$ cat src/rtl/wb_slave_regs.sv
// Wishbone classic-cycle slave with a small bank of read/write registers and programmable wait
// states. Define WB_SLAVE_INTR_EN to turn the top register into an interrupt doorbell.
module wb_slave_regs #(
  parameter int unsigned    AW          = 8,
  parameter int unsigned    DW          = 8,
  parameter int unsigned    SW          = 1,
  parameter logic [AW-1:0]  BASE_ADDR   = 'hF0,
  parameter int unsigned    NREGS       = 16,
  parameter int unsigned    WAIT_STATES = 1
) (
  input  logic          CLK_I,
  input  logic          RST_I,
  input  logic [AW-1:0] ADR_I,
  input  logic [DW-1:0] DAT_I,
  output logic [DW-1:0] DAT_O,
  input  logic          WE_I,
  input  logic [SW-1:0] SEL_I,
  input  logic          STB_I,
  input  logic          CYC_I,
  output logic          ACK_O,
  output logic          ERR_O,
  output logic          INTR_O
);

  localparam int unsigned OW = (NREGS > 1) ? $clog2(NREGS) : 1;
  localparam int unsigned LW = DW / SW;
  localparam int unsigned CW = 4;
  localparam logic [AW:0] NregsExt = (AW + 1)'(NREGS);

  typedef enum logic [2:0] {
    StIdle    = 3'd0,
    StWait    = 3'd1,
    StAck     = 3'd2,
    StErr     = 3'd3,
    StRelease = 3'd4
  } state_e;

  state_e          r_state, w_state_d;
  logic [CW-1:0]   r_cnt, w_cnt_d;
  logic [OW-1:0]   r_off;
  logic            r_we;
  logic [DW-1:0]   r_dat;
  logic [SW-1:0]   r_sel;
  logic [DW-1:0]   r_regs [NREGS];

  logic            w_req;
  logic [AW:0]     w_diff;
  logic            w_hit;
  logic [OW-1:0]   w_off;

  assign w_req  = CYC_I & STB_I;
  // One extra bit so addresses below BASE_ADDR show up as a negative difference.
  assign w_diff = {1'b0, ADR_I} - {1'b0, BASE_ADDR};
  assign w_hit  = ~w_diff[AW] && (w_diff < NregsExt);
  assign w_off  = w_diff[OW-1:0];

  always_comb begin
    w_state_d = r_state;
    w_cnt_d   = r_cnt;
    unique case (r_state)
      StIdle: begin
        if (w_req) begin
          if (!w_hit || (SEL_I == '0)) begin
            w_state_d = StErr;
          end else if (WAIT_STATES == 0) begin
            w_state_d = StAck;
          end else begin
            w_state_d = StWait;
            w_cnt_d   = CW'(WAIT_STATES - 1);
          end
        end
      end
      StWait: begin
        if (!w_req) begin
          w_state_d = StIdle;
        end else if (r_cnt == '0) begin
          w_state_d = StAck;
        end else begin
          w_cnt_d = r_cnt - 1'b1;
        end
      end
      StAck:     w_state_d = StRelease;
      StErr:     w_state_d = StRelease;
      StRelease: if (!STB_I) w_state_d = StIdle;
      default:   w_state_d = StIdle;
    endcase
  end

  always_ff @(posedge CLK_I or negedge RST_I) begin
    if (!RST_I) begin
      r_state <= StIdle;
      r_cnt   <= '0;
    end else begin
      r_state <= w_state_d;
      r_cnt   <= w_cnt_d;
    end
  end

  // Request fields are captured once in IDLE and held for the whole transfer.
  always_ff @(posedge CLK_I or negedge RST_I) begin
    if (!RST_I) begin
      r_off <= '0;
      r_we  <= 1'b0;
      r_dat <= '0;
      r_sel <= '0;
    end else if ((r_state == StIdle) && w_req) begin
      r_off <= w_off;
      r_we  <= WE_I;
      r_dat <= DAT_I;
      r_sel <= SEL_I;
    end
  end

  always_ff @(posedge CLK_I or negedge RST_I) begin
    if (!RST_I) begin
      for (int i = 0; i < int'(NREGS); i++) begin
        r_regs[i] <= '0;
      end
    end else if ((r_state == StAck) && r_we) begin
      for (int l = 0; l < int'(SW); l++) begin
        if (r_sel[l]) begin
          r_regs[r_off][l*LW +: LW] <= r_dat[l*LW +: LW];
        end
      end
    end
  end

  always_comb begin
    DAT_O = '0;
    if ((r_state == StAck) && !r_we) begin
      DAT_O = r_regs[r_off];
    end
  end

  assign ACK_O = (r_state == StAck);
  assign ERR_O = (r_state == StErr);

`ifdef WB_SLAVE_INTR_EN
  localparam logic [OW-1:0] DoorbellOff = OW'(NREGS - 1);

  logic r_intr;

  // A completed write to the doorbell rings it; a completed read acknowledges it.
  always_ff @(posedge CLK_I or negedge RST_I) begin
    if (!RST_I) begin
      r_intr <= 1'b0;
    end else if ((r_state == StAck) && (r_off == DoorbellOff)) begin
      r_intr <= r_we;
    end
  end

  assign INTR_O = r_intr;
`else
  assign INTR_O = 1'b0;
`endif

endmodule

$ cat config.mk
export PLATFORM = sky130hd
export DESIGN_NAME = wb_slave_regs
export DESIGN_NICKNAME = d
export VERILOG_FILES = /design/src/rtl/wb_slave_regs.sv
export SDC_FILE = /design/constraint.sdc
export NUM_CORES = 1
export LEC_CHECK = 0
export BUFFER_PORTS_ARGS = -buffer_cell sky130_fd_sc_hd__buf_2
export CORE_MARGIN = 2
export CORE_UTILIZATION = 60
export CTS_CLUSTER_SIZE = 12
export DETAILED_ROUTE_END_ITERATION = 8
export GPL_TIMING_DRIVEN = 0
export HOLD_SLACK_MARGIN = 0.08
export PLACE_DENSITY = 0.77
export SYNTH_ARGS = -nofsm -noshare
export SYNTH_HDL_FRONTEND = slang
export SYNTH_SLANG_ARGS = --single-unit
$ cat constraint.sdc
create_clock -name CLK_I -period 3.45 [get_ports CLK_I]
set_clock_uncertainty 0.15 [all_clocks]
set_input_delay 0.5175 -clock CLK_I [delete_from_list [all_inputs] [get_ports CLK_I]]
set_output_delay 0.5175 -clock CLK_I [all_outputs]
set_load 0.1 [all_outputs]
=== Word-level counts from Yosys, hierarchy flattened ===
Cells that the tools add are included.

* Output and inout port bits: 11
* Word-level logic and storage cells: 74
* Bits in registers: 149

* Order comparisons: 3
* Bitwise operators: 4
* Equality and inequality tests: 10
* $add $sub $neg: 2
* Reduce and logical (&&, ||, !) cells: 15
* Mux-type cells: 18

{| class="wikitable"
|+ Operators by type and width
! operator !! count
|-
| bitwise mux 128 bit || 1
|-
| binary-select mux 8 bit (select 4 bit) || 1
|-
| demux 8 bit (select 4 bit) || 1
|-
| two-way mux 8 bit || 4
|-
| two-way mux 4 bit || 4
|-
| two-way mux 3 bit || 4
|-
| case mux 3 bit (4 select lines) || 1
|-
| inequality test 2 bit, second input constant || 5
|-
| less-than comparator 9 x 5 -> 1 bit, second input constant || 1
|-
| subtractor 8 x 8 -> 9 bit, second input constant || 1
|-
| case mux 4 bit (2 select lines) || 1
|-
| == test 3 x 2 -> 1 bit, second input constant || 2
|-
| >= comparator 5 bit, second input constant || 1
|-
| logical AND 1 bit || 5
|-
| less-than comparator 5 x 1 -> 1 bit, second input constant || 1
|-
| NOT 4 -> 5 bit || 1
|-
| AND reduction 5 bit || 1
|-
| logical NOT 4 bit || 1
|-
| subtractor 4 x 1 -> 4 bit, second input constant || 1
|-
| == test 3 x 1 -> 1 bit, second input constant || 1
|-
| == test 3 bit, second input constant || 1
|-
| logical NOT 3 bit || 1
|-
| inequality test 3 bit, second input constant || 1
|-
| AND reduction 3 bit || 1
|-
| 8 further kinds || 10
|}

=== Depth between registers and ports, before layout ===
* Word-level depth: 8
* Depth in mapped cells: 5
* Depth with buffers taken out: 5

=== Worst setup path after synthesis ===
OpenSTA, ideal clock, no wires.

* Kind: flip-flop to output port
* Start point: register r_state[0]
* End point: output port DAT_O[0]
* Data required time: 2.782 ns
* Cell stages (with the launch flop): 5
* Setup slack: -0.012 ns
* Arrival: 2.794 ns
* Buffers on the path: 1
* Path through: dfrtp_1 -> or3b_2 -> or3_1 -> buf_2 -> o22ai_1

* Cells in the longest elaborated chain, start to end: 3

{| class="wikitable"
|+ RTL lines
! item !! line !! RTL
|-
| start, declared || 38 || <nowiki>state_e r_state, w_state_d;</nowiki>
|-
| start signal, assigned || 91 || <nowiki>r_state <= StIdle;</nowiki>
|-
| start signal, assigned || 94 || <nowiki>r_state <= w_state_d;</nowiki>
|-
| == test 3 x 2 -> 1 bit || 130 || <nowiki>if ((r_state == StAck) && !r_we) begin</nowiki>
|-
| logical AND 1 bit || 130 ||
|-
| two-way mux 8 bit || 130 ||
|-
| end, declared || 15 || <nowiki>output logic [DW-1:0] DAT_O,</nowiki>
|}

No other way between the ends.

=== Worst setup path in the final report ===
* Start point: register r_state[1]
* End point: output port DAT_O[5]

Same word-level chain as after synthesis.

==> results.yml <==
placed_design:
  dp_hpwl_um: 10030
  place_area_um2: 7292
  port_buffers: 31
  gp_congestion: 0.8610
final_layout:
  nets: 547
  drive_above_1_share_pct: 48.41
  final_area_um2: 7925
  layout_commonest_cell: "dfrtp_1"
  final_cell_mix: "dfrtp_1 (149), mux2_2 (128), nand2_1 (50), buf_2 (38), mux4_2 (32)"
  n_antenna_cell: 0
  area_growth_pct: 14.46
  fin_util_pct: 70.00
routing:
  wl_per_cell_um: 21.77
  avgViaCountPerCell: 6.065
  drt_wl_total_um: 14760
  detail-route-antenna-nets: 0
  vias: 4112
  first_pass_iters: 4
  drt_iter0_markers: 203
  post-route-drc-count: 0
yosys:
  synthCells: 471
  ys.flop_type: "dfrtp_1"
  postSynthAreaPerCell_um2: 14.70
  synth_edf_count: 0
  synth-seq-cells: 149
  muxShareOfSynthArea_pct: 33.54
  synth_compound_area_share_pct: 1.662
  synth_top_family_by_area: "multiplexers"
  synth_fa_ha_area_share_pct: 0.5421
  yosys.cell_types.count: 42
  synth_fp_nets: 496
  async_reset_ff_share_pct: 100.0
  synth_area_um2: 6924
  yosysSeqAreaShare_pct: 53.85
  yosys.area_share.xor_xnor_pct: 0
  synthSimpleGateAreaFrac_pct: 8.150
  yosys_warnings: 0
global_routing:
  grt_max_degree: 84
  grt_pass1_wl_um: 24380
  grt_usage_pct: 25.98
  grt-ovfl-total: 0
  grt_pass1_vias: 4502
  antenna_found_initial: 0
setup_path:
  worstPathMaxFanout: 8
  start_kind: "register"
  r2r-start: "r_off[3]$_DFFE_PN0P_"
  required_ns: 2.78
  r2r_cells: 4
  crit_type: "reg -> out"
  endpoint_kind: "output pin"
  rrSetupSlack_ns: 1.07
  worstReg2RegEnd: "r_regs[58]$_DFFE_PN0P_"
  cp.arrival_ns: 2.61
power_and_ir_drop:
  powerDensity_nw_per_um2: 640.6
  power.leakage_uw: 0.003876
  peakVddDrop_uv: 403.7
timing:
  finalCritPeriodShare_pct: 94.96
  setup_violations: 0
  slew_headroom_pct: 54.92
  rsz0062_at_grt: "false"
  max_freq_ghz: 0.3053
  setup_tns_ns: 0
  tightest_slew_ns: 0.6762
  finalCriticalPeriod_ns: 3.276
  whs_ns: 0.1339
  hold_viol: 0
  slew_viol_final: 0
worst_hold_path:
  min_from: "DAT_I[3]"
  whs_path_depth: 3
  holdCritPathClass: "in -> reg"
  hold_end: "r_dat[3]$_DFFE_PN0P_"
clocking:
  cts_buffer_depth: 2
  post-cts-setup-buffers: 0
  cts-buffers-inserted: 17
  htreeDepth: 4
  clock_sinks: 149
  clockRootBuffer: "clkbuf_16"
  cts_tree: "done"
  path_clk_slew_ns: 0.06
  clock_latency_ns: 0.42
floorplanning:
  coreArea_um2: 11320
  io_pins: 33
  die_y_um: 111.4
  die_x_um: 111.4
  num_rows: 39
  initial_utilization_pct: 61.16
  die_area_um2: 12420
outcome:
  status: "finished clean"
job:
  max_cap_viol_count: 0
==> worst max-delay path by stage <==
| stage | start | endpoint | slack [ns] |
|---|---|---|---|
| 2_1_floorplan | r_state[0]$_DFFE_PN0P_ | DAT_O[0] | -0.01 |
| 3_3_place_gp | RST_I | r_regs[113]$_DFFE_PN0P_ | -0.28 |
| 3_5_place_dp | r_off[1]$_DFFE_PN0P_ | DAT_O[5] | 0.39 |
| 4_1_cts | r_off[1]$_DFFE_PN0P_ | DAT_O[5] | 0.03 |
| 5_1_grt | r_state[1]$_DFFE_PN0P_ | DAT_O[5] | 0.08 |
| 6_report | r_state[1]$_DFFE_PN0P_ | DAT_O[5] | 0.17 |
==> critical path, stage by stage, from the launching register on <==
cell	delay, ns
dfrtp_1	0.45
or3b_2	0.51
or3_1	0.31
buf_2	0.18
o22ai_1	0.26
buf_2	0.48
==> report_power, final <==
group	internal [µW]	switching, µW	total (µW)
sequential	1940	193	2140
combinational	426	607	1030
clock	1230	677	1910
==> state kept, by name, summed over array words and instances, names as in the netlist <==
| signal | count |
|---|---|
| r_cnt | 4 |
| r_sel | 1 |
| r_dat | 8 |
| r_state | 3 |
| r_we | 1 |
| r_regs | 128 |
| r_off | 4 |
==> Yosys cell counts, types with 2 or more instances <==
| cell | instances | area [µm²] |
|---|---|---|
| dfrtp_1 | 149 | 3729 |
| mux2_2 | 128 | 1441 |
| nand2_1 | 50 | 187.7 |
| mux4_2 | 32 | 720.7 |
| mux2i_1 | 16 | 160.2 |
| clkbuf_1 | 12 | 45.04 |
| nor2_2 | 9 | 56.30 |
| buf_2 | 8 | 40.04 |
| o22ai_1 | 8 | 50.05 |
| nor2_1 | 6 | 22.52 |
| inv_1 | 5 | 18.77 |
| nand2b_1 | 5 | 31.28 |
| buf_4 | 3 | 22.52 |
| ha_1 | 3 | 37.54 |
| nand3_1 | 3 | 15.01 |
| nor3_4 | 3 | 48.80 |
| and4bb_4 | 2 | 32.53 |
| buf_6 | 2 | 22.52 |
| nand4_1 | 2 | 12.51 |
| nand4b_4 | 2 | 47.55 |
| or3_1 | 2 | 12.51 |
==> metrics by stage <==
step                      setup WS [ns]  instances  total power (µW)
after global routing            0.08072        678              5309
after CTS                       0.02880        678              5108
after floorplan                -0.01175        471              2856
after global placement          -0.2782        645              3143
after detailed placement         0.3870        646              3196
final                            0.1741        678              5077
==> area by class of cell <==
type | instances | area, µm²
Buffer | 25 | 135.1
Clock buffer | 24 | 501.7
Clock inverter | 8 | 120.1
Fill cell | 754 | 3396
Inverter | 5 | 18.77
Multi-Input combinational cell | 291 | 3043
Sequential cell | 149 | 3729
Tap cell | 143 | 178.9
Timing Repair Buffer | 33 | 198.9
==> routing by layer <==
metal	up-vias	GRT usage [%]	share of wire [%]
met1	2149	34.78	42
met5	-	0	0
met3	26	6.097	4.7
met4	0	10.45	2.4
met2	110	41.79	51
li1	1827	-	-
==> cells by family (layout without fill, tap and decap cells) <==
logic type      count (synthesis)  count (layout)
buf+inv                        31              95
mux                           176             176
flops                         149             149
other cells                     1               1
simple gates                   94              94
fa+ha+maj                       3               3
compound gates                 17              17
==> what timing repair did <==
item,CTS,global route
endpoints found under the setup margin,8,2
hold endpoints to repair,66,0
hold buffers,1,0
resized for setup,1,3
Power figures use the tool's default switching activity.
